[config.mk]
export PLATFORM = sky130hd
export DESIGN_NAME = uart_tx_frame
export DESIGN_NICKNAME = d
export VERILOG_FILES = /design/src/rtl/uart_tx_frame.sv
export SDC_FILE = /design/constraint.sdc
export NUM_CORES = 1
export LEC_CHECK = 0
export ABC_AREA = 0
export CORE_AREA = 2 2 60 67
export CTS_CLUSTER_SIZE = 8
export DETAILED_ROUTE_END_ITERATION = 8
export DIE_AREA = 0 0 62 69
export GPL_TIMING_DRIVEN = 0
export HOLD_SLACK_MARGIN = 0.12
export PLACE_DENSITY = 0.77
export SYNTH_ARGS = -nofsm -noshare
export SYNTH_HDL_FRONTEND = slang
export SYNTH_SLANG_ARGS = --single-unit
[constraint.sdc]
create_clock -name clk -period 2.35 [get_ports clk]
set_input_delay 0.47 -clock clk [delete_from_list [all_inputs] [get_ports clk]]
set_output_delay 0.47 -clock clk [all_outputs]
set_load 0.01 [all_outputs]
[src/rtl/uart_tx_frame.sv]
// uart_tx_frame: parametrised UART transmitter.
// Supports 5..9 data bits, optional odd/even parity and 1 or 2 stop bits.
// A one-entry holding register lets a producer queue the next word while a
// frame is on the line, so consecutive frames leave no idle gap.
module uart_tx_frame #(
   parameter int CLK_FREQ_KHz  = 50000,
   parameter int BAUD_RATE_BPS = 115200,
   parameter int DATA_BITS     = 8,
   parameter int PARITY        = 0,
   parameter int STOP_BITS     = 1,
   parameter int BIT_CLOCKS    = (CLK_FREQ_KHz * 1000) / BAUD_RATE_BPS
) (
   input  logic                 clk,
   input  logic                 rst,
   input  logic                 data_valid,
   output logic                 data_ready,
   input  logic [DATA_BITS-1:0] data,
   output logic                 tx,
   output logic                 tx_en,
   output logic                 tx_done,
   output logic                 busy
);

   localparam int BCW = $clog2(BIT_CLOCKS);
   localparam int DCW = $clog2(DATA_BITS);
   localparam logic [BCW-1:0] BIT_LAST  = BCW'(BIT_CLOCKS - 1);
   localparam logic [DCW-1:0] DATA_LAST = DCW'(DATA_BITS - 1);
   localparam logic           STOP_LAST = 1'(STOP_BITS - 1);

   // Reject configurations the datapath cannot represent.
   if (DATA_BITS < 5 || DATA_BITS > 9) begin : g_bad_data_bits
      $error("uart_tx_frame: DATA_BITS must be 5..9");
   end
   if (PARITY < 0 || PARITY > 2) begin : g_bad_parity
      $error("uart_tx_frame: PARITY must be 0, 1 or 2");
   end
   if (STOP_BITS < 1 || STOP_BITS > 2) begin : g_bad_stop_bits
      $error("uart_tx_frame: STOP_BITS must be 1 or 2");
   end
   if (BIT_CLOCKS < 2) begin : g_bad_bit_clocks
      $error("uart_tx_frame: BIT_CLOCKS must be at least 2");
   end

   typedef enum logic [2:0] {
      ST_IDLE,
      ST_START,
      ST_DATA,
      ST_PARITY,
      ST_STOP
   } state_t;

   state_t               state;
   logic [BCW-1:0]       bit_cnt;
   logic [DCW-1:0]       data_cnt;
   logic                 stop_cnt;
   logic [DATA_BITS-1:0] shift_reg;
   logic                 parity_bit;
   logic                 hold_full;
   logic [DATA_BITS-1:0] hold_data;

   logic                 xfer;
   logic                 bit_end;
   logic                 frame_end;
   logic                 load_now;
   logic [DATA_BITS-1:0] load_src;

   // Parity over the whole word: even mode makes the total count of ones
   // even, odd mode makes it odd.
   function automatic logic calc_parity(input logic [DATA_BITS-1:0] w);
      return (PARITY == 1) ? ~^w : ^w;
   endfunction

   // Handshake, bit-boundary detection and the choice of the next word to send.
   // A held word always has priority over a new offer; data_ready is forced
   // low while reset is asserted.
   always_comb begin
      data_ready = rst & ~hold_full;
      busy       = (state != ST_IDLE) | hold_full;
      xfer       = data_valid & data_ready;
      bit_end    = (bit_cnt == BIT_LAST);
      frame_end  = (state == ST_STOP) && bit_end && (stop_cnt == STOP_LAST);
      load_now   = ((state == ST_IDLE) || frame_end) && (hold_full || xfer);
      load_src   = hold_full ? hold_data : data;
   end

   // Frame sequencer with registered line outputs; a new frame may start on
   // the same edge the previous one ends, giving back-to-back frames.
   always_ff @(posedge clk or negedge rst) begin
      if (!rst) begin
         state      <= ST_IDLE;
         bit_cnt    <= '0;
         data_cnt   <= '0;
         stop_cnt   <= 1'b0;
         shift_reg  <= '0;
         parity_bit <= 1'b0;
         hold_full  <= 1'b0;
         hold_data  <= '0;
         tx         <= 1'b1;
         tx_en      <= 1'b0;
         tx_done    <= 1'b0;
      end else begin
         tx_done <= 1'b0;
         if (state != ST_IDLE) begin
            bit_cnt <= bit_end ? '0 : bit_cnt + 1'b1;
         end

         case (state)
            ST_IDLE: begin
               tx    <= 1'b1;
               tx_en <= 1'b0;
            end
            ST_START: begin
               if (bit_end) begin
                  state <= ST_DATA;
                  tx    <= shift_reg[0];
               end
            end
            ST_DATA: begin
               if (bit_end) begin
                  if (data_cnt == DATA_LAST) begin
                     data_cnt <= '0;
                     stop_cnt <= 1'b0;
                     if (PARITY != 0) begin
                        state <= ST_PARITY;
                        tx    <= parity_bit;
                     end else begin
                        state <= ST_STOP;
                        tx    <= 1'b1;
                     end
                  end else begin
                     data_cnt  <= data_cnt + 1'b1;
                     shift_reg <= shift_reg >> 1;
                     tx        <= shift_reg[1];
                  end
               end
            end
            ST_PARITY: begin
               if (bit_end) begin
                  state    <= ST_STOP;
                  stop_cnt <= 1'b0;
                  tx       <= 1'b1;
               end
            end
            ST_STOP: begin
               if (bit_end) begin
                  if (stop_cnt == STOP_LAST) begin
                     tx_done  <= 1'b1;
                     stop_cnt <= 1'b0;
                     state    <= ST_IDLE;
                     tx       <= 1'b1;
                     tx_en    <= 1'b0;
                  end else begin
                     stop_cnt <= stop_cnt + 1'b1;
                  end
               end
            end
            default: begin
               state <= ST_IDLE;
               tx    <= 1'b1;
               tx_en <= 1'b0;
            end
         endcase

         if (load_now) begin
            state      <= ST_START;
            shift_reg  <= load_src;
            parity_bit <= calc_parity(load_src);
            bit_cnt    <= '0;
            data_cnt   <= '0;
            stop_cnt   <= 1'b0;
            hold_full  <= 1'b0;
            tx         <= 1'b0;
            tx_en      <= 1'b1;
         end else if (xfer && (state != ST_IDLE)) begin
            hold_data <= data;
            hold_full <= 1'b1;
         end
      end
   end

endmodule

==> results of run 1 <==
## per-stage QoR
| stage | power [W] | cell area (um2) | hold slack [ns] | setup slack [ns] |
|---|---|---|---|---|
| global placement | 0.0007956 | 2063 | 0.4887 | -1.255 |
| floorplan | 0.0007520 | 1851 | 0.1744 | 0.4438 |
| global route | 0.001333 | 2160 | 0.1526 | 0.05145 |
| finish | 0.001272 | 2160 | 0.1177 | 0.1109 |
| CTS | 0.001283 | 2160 | 0.1400 | 0.09748 |
| detailed placement | 0.0008073 | 2058 | 0.4954 | -0.3098 |
## worst register-to-register path, cell delays in order (launching register included)
cell     delay (ns)
dfrtp_1        0.46
ha_1           0.23
and4b_1        0.20
buf_2          0.16
a21oi_4        0.26
o211a_1        0.18
buf_4          0.16
mux2_2         0.36
## Yosys cell counts (all sizes together) (2+ instances only)
| library cell | count |
|---|---|
| mux2 | 8 |
| inv | 3 |
| nor3 | 2 |
| nor2 | 18 |
| o2111ai | 2 |
| nor2b | 2 |
| buf | 7 |
| and3 | 2 |
| o211ai | 4 |
| mux2i | 22 |
| nand2 | 6 |
| nand4 | 2 |
| ha | 4 |
| dfrtp | 34 |
| or2 | 2 |
| nand4b | 2 |
| o21ai | 9 |
| a21oi | 8 |
| or3 | 4 |
| xor2 | 5 |
## cell type report
| class | instances | area (um2) |
|---|---|---|
| Fill cell | 321 | 1438 |
| Multi-Input combinational cell | 117 | 908.4 |
| Sequential cell | 35 | 877.1 |
| Timing Repair Buffer | 15 | 146.4 |
| Clock buffer | 8 | 100.1 |
| Tap cell | 50 | 62.56 |
| Buffer | 8 | 53.80 |
| Inverter | 3 | 11.26 |
## worst paths after layout
| path | startpoint | end | slack (ns) | cells past startpoint |
|---|---|---|---|---|
| max | state[1] | busy | 0.11 | 4 |
| min in group clk | hold_data[3] | hold_data[3] | 0.51 | 1 |
| max reg2reg | bit_cnt[0] | hold_data[2] | 0.21 | 7 |
| max in group asynchronous | rst | tx | 1.87 | 1 |
| min reg2reg | hold_data[3] | hold_data[3] | 0.51 | 1 |
| min | rst | bit_cnt[4] | 0.12 | 1 |
## cell families after synthesis
family,synth area share [%]
AOI/OAI and AO/OA,12.17
xor gates and xnor gates,2.366
adders and majority gates,2.705
buffers and inverters,3.516
DFF,47.40
muxes,16.77
and+or+nand+nor,15.08
## power by group
group	switching [W]	leakage (nW)	internal, W
Clock	0.000212	0.0515	0.000267
Combinational	0.0000451	0.533	0.0000590
Sequential	0.0000376	0.400	0.000651
## routing by layer
| metal | track usage (%) | vias up | part of all wire (%) |
|---|---|---|---|
| li1 | - | 642 | - |
| met2 | 31.25 | 25 | 54 |
| met3 | 5.441 | 6 | 3.8 |
| met5 | 0 | - | 0 |
| met1 | 20.76 | 652 | 41 |
| met4 | 6.147 | 0 | 1.3 |
==> results.py, run 1 <==
metrics = {
    "final_layout": {
        "area_growth_pct": 16.70,
        "final_common_cell": "dfrtp_1",
        "final_cells": 236,
        "diodes": 0,
        "final_nets": 200,
        "final_cell_mix": "dfrtp_1 (34), mux2i_1 (22), nor2_1 (16)",
        "largest_reg_flops": 9,
        "drive_gt1_share_pct": 17.74,
        "fin_util_pct": 60.03,
    },
    "clock_network": {
        "postCtsSetupRepairBufs": 0,
        "cts_tree": "yes",
        "clock_path_buffers": 2,
        "clock-sinks": 35,
        "cts.reportedPaths.clkPinSlew_ns": 0.07,
        "root_buffer": "clkbuf_8",
        "postCtsResizedCells": 2,
        "clock_latency_ns": 0.29,
        "cts_buffers": 5,
        "cts-htree-levels": 2,
        "hold_buffers": 0,
    },
    "synth": {
        "synth-main-ff-cell": "dfrtp_1",
        "ys_async_sr_fraction_pct": 100.0,
        "netlist.area_leader.share_pct": 45.98,
        "yosysUniqueCellTypes": 44,
        "avgSynthCellArea_um2": 11.35,
        "syn_area_um2": 1851,
        "synth_edf_count": 0,
        "synth_warnings": 0,
        "synth-seq-cells": 35,
        "synth_seq_area_share_pct": 47.40,
        "syn_inst": 163,
        "yosys-top-cells-area": "dfrtp_1 (46%), mux2i_1 (12%), mux2_2 (4.9%)",
        "synth_nets": 178,
        "synth_top_cell_by_area": "dfrtp_1",
    },
    "worst_setup_path": {
        "path_cells": "buf_6 -> or4_1 -> buf_6 -> dlygate4sd2_1",
        "worstPathBufferInverterCount": 3,
        "path_max_fanout": 10,
        "max_stage_delay_ns": 0.53,
        "cp.required_ns": 1.88,
        "cpMostUsedCell": "buf_6",
        "arrival_ns": 1.77,
        "crit_family": "buffers and inverters",
        "slowest_stage": "or4_1",
        "critPathCaptureType": "output port",
        "crit_type": "flip-flop to output port",
        "critPathLaunchType": "flip-flop",
    },
    "global_routing": {
        "grtUsageTotal_pct": 18.27,
        "grt_pass1_wl_mm": 5.954,
        "first_global_vias": 1359,
        "antenna_found_initial": 0,
        "grt_max_degree": 38,
        "grt-ovfl-total": 0,
    },
    "floorplan": {
        "core_um2": 3597,
        "dieWidth_um": 62,
        "io_pins": 16,
        "core.rowCount": 23,
        "chipHeight_um": 69,
        "initial_core_util_pct": 51.44,
        "die-area_um2": 4278,
    },
    "run": {
        "maxCapViolCount": 0,
    },
    "place": {
        "gp_congestion": 0.8139,
        "portBuffers": 15,
        "dp.cells": 228,
        "post-dp-hpwl_mm": 2.569,
    },
    "sta": {
        "hold_viol": 0,
        "min_period_over_period_pct": 95.28,
        "drv_slew": 0,
        "fmax_ghz": 0.4466,
        "finalSetupTns_ns": 0,
        "setup_violations": 0,
        "period_minus_slack_ns": 2.239,
        "relSlewSlack_pct": 63.17,
        "tightest_slew_ns": 0.5487,
        "skew_ns": 0.009305,
        "rsz0062_at_grt": "no",
    },
    "routing": {
        "post_drt_wl_per_cell_um": 14.72,
        "routed_wl_mm": 3.474,
        "drt_iter0_markers": 52,
        "vias": 1325,
        "drtAntennaViolNets": 0,
        "remaining_drc_errors": 0,
        "dr.pass1.iters": 4,
        "vias_per_cell": 5.614,
    },
    "pwr": {
        "leakage_nw": 0.9846,
        "peakVddDrop_mv": 0.4012,
        "power_density_nw_per_um2": 589.1,
    },
    "run_status": {
        "status": "completed",
    },
    "hold_path": {
        "worst_hold_path_type": "input pin to asynchronous set/reset pin",
    },
}
No activity file was read; power rests on OpenSTA's default activity.
==> run 2: changes to the inputs <==
Settings changed: ABC_AREA 0 to 1, CORE_AREA 2 2 60 67 to 2 2 80 90, DIE_AREA 0 0 62 69 to 0 0 82 92, PLACE_DENSITY 0.77 to 0.52, SLEW_MARGIN from default to 25.
==> results.py, run 2 <==
metrics = {
    "run_status": {
        "status": "completed",
    },
    "clock_network": {
        "clock_path_buffers": 2,
        "cts_buffers": 5,
        "root_buffer": "clkbuf_8",
        "hold_buffers": 0,
        "cts_tree": "yes",
        "cts.reportedPaths.clkPinSlew_ns": 0.08,
        "postCtsResizedCells": 0,
        "cts-htree-levels": 2,
        "clock-sinks": 35,
        "postCtsSetupRepairBufs": 0,
        "clock_latency_ns": 0.29,
    },
    "routing": {
        "dr.pass1.iters": 4,
        "remaining_drc_errors": 0,
        "routed_wl_mm": 4.150,
        "drt_iter0_markers": 47,
        "vias_per_cell": 4.501,
        "post_drt_wl_per_cell_um": 11.76,
        "drtAntennaViolNets": 0,
        "vias": 1589,
    },
    "pwr": {
        "power_density_nw_per_um2": 503.9,
        "leakage_nw": 1.163,
        "total_power_w": 0.001218,
        "peakVddDrop_mv": 0.4071,
    },
    "worst_setup_path": {
        "r2r_setup_slack_ns": 0.66,
        "reg2reg_depth": 9,
        "r2r-end": "shift_reg[3]",
        "critPathCaptureType": "output port",
        "crit_type": "input pin to output port",
        "path_cells": "buf_2 -> inv_1 -> nor2_4 -> clkdlybuf4s50_1",
        "slowest_stage": "clkdlybuf4s50_1",
        "critPathLaunchType": "input pin",
        "cp.required_ns": 1.88,
        "path_max_fanout": 18,
        "max_stage_delay_ns": 0.56,
        "r2r_start": "bit_cnt[1]",
        "arrival_ns": 1.70,
    },
    "place": {
        "dpl_cell_area_um2": 2300,
        "portBuffers": 15,
        "post-dp-hpwl_mm": 3.173,
        "gp_congestion": 0.7986,
    },
    "global_routing": {
        "antenna_found_initial": 0,
        "first_global_vias": 1556,
        "grt-ovfl-total": 0,
        "grtUsageTotal_pct": 12.64,
        "grt_max_degree": 20,
        "grt_pass1_wl_mm": 7.279,
    },
    "final_layout": {
        "area_growth_pct": 19.63,
        "diodes": 0,
        "fin_area_um2": 2417,
        "final_common_cell": "nand2_1",
        "largest_reg_flops": 9,
        "final_nets": 282,
        "drive_gt1_share_pct": 16.04,
        "final_cell_mix": "nand2_1 (61), nand3_1 (36), dfrtp_1 (34)",
    },
    "floorplan": {
        "core_um2": 6726,
        "die-area_um2": 7544,
        "dieWidth_um": 82,
        "chipHeight_um": 92,
        "initial_core_util_pct": 30.04,
        "io_pins": 16,
        "core.rowCount": 32,
    },
    "synth": {
        "netlist.area_leader.share_pct": 42.11,
        "ys_async_sr_fraction_pct": 100.0,
        "synth-main-ff-cell": "dfrtp_1",
        "synth_seq_area_share_pct": 43.41,
        "avgSynthCellArea_um2": 8.282,
        "yosys-top-cells-area": "dfrtp_1 (42%), nand2_1 (11%), nand3_1 (8.9%)",
        "syn_area_um2": 2021,
        "synth_warnings": 0,
        "syn_inst": 244,
        "synth_common_cells": "nand2_1 (61), nand3_1 (36), dfrtp_1 (34), inv_1 (26), nor2_1 (16)",
        "synth-seq-cells": 35,
        "synth_top_cell_by_area": "dfrtp_1",
        "synth_edf_count": 0,
        "yosysUniqueCellTypes": 27,
        "synth_most_common_cell": "nand2_1",
        "synth_nets": 259,
    },
    "sta": {
        "min_period_over_period_pct": 92.39,
        "setup_violations": 0,
        "tightest_slew_ns": 0.4352,
        "skew_ns": 0.005305,
        "fmax_ghz": 0.4606,
        "relSlewSlack_pct": 70.68,
        "hold_viol": 0,
        "period_minus_slack_ns": 2.171,
        "drv_slew": 0,
        "rsz0062_at_grt": "no",
    },
    "hold_path": {
        "worst_hold_path_type": "input pin to asynchronous set/reset pin",
    },
    "run": {
        "maxCapViolCount": 0,
    },
}
run 2: cell count changes after synthesis, moves of 4 or more:
cell     change
mux2_2       -8
inv_2        +5
nor2_4       +4
inv_1       +23
nand2_2      +6
a21oi_1      -5
or3_1        -4
nand3_1     +35
nand2_1     +55
o21ai_0      +7
mux2i_1     -22
o21ai_1      +8
buf_2        -4
xor2_1       -4
run 2: worst max-delay path: cells and delay by family:
kind          cells  cell delay [ns]
simple gates      1             0.15
buf+inv           3             1.07
run 2: power by group:
group,internal (W),switching [W]
Sequential,0.000602,0
Combinational,0.0000193,0.0000188
Clock,0.000344,0.000235
Total,0.000965,0.000254
run 2: cell type report:
type / instances / area, um2
Timing Repair Buffer: 16 / 172.7
Sequential cell: 35 / 877.1
Buffer: 6 / 56.30
Fill cell: 740 / 4309
Clock buffer: 6 / 82.58
Inverter: 32 / 122.6
Clock inverter: 2 / 35.03
Tap cell: 85 / 106.4
Multi-Input combinational cell: 171 / 964.7
run 2: worst max path at each step:
stage                     startpoint      endpoint  cells past startpoint
final                            rst    data_ready                      4
after global routing             rst    data_ready                      4
after CTS                        rst    data_ready                      4
after detailed placement         rst    data_ready                      4
after global placement           rst    data_ready                      4
after floorplan           bit_cnt[1]  shift_reg[1]                     10
run 2: cell families after synthesis:
group / synth area share, %
adders and majority gates: 2.477
buffers and inverters: 8.854
DFF: 43.41
xor gates and xnor gates: 0.4335
and+or+nand+nor: 37.71
AOI/OAI and AO/OA: 7.121
run 2: stage by stage:
step	cells	hold WS [ns]	setup TNS, ns	worst slack (ns)	util [%]
after floorplan	244	0.1744	0	0.8444	-
after global placement	344	0.4736	-43.00	-1.371	33.85
after detailed placement	345	0.4478	0	0.1354	34.19
after CTS	353	0.1301	0	0.1279	35.94
after global routing	353	0.1417	0	0.02512	35.94
final	353	0.1175	0	0.1789	35.94
run 2: metal layers:
metal | track usage (%) | share of wire (%)
met5 | 0 | 0
met4 | 4.167 | 1.1
met3 | 3.051 | 2.7
met2 | 20.66 | 50
met1 | 16.18 | 46
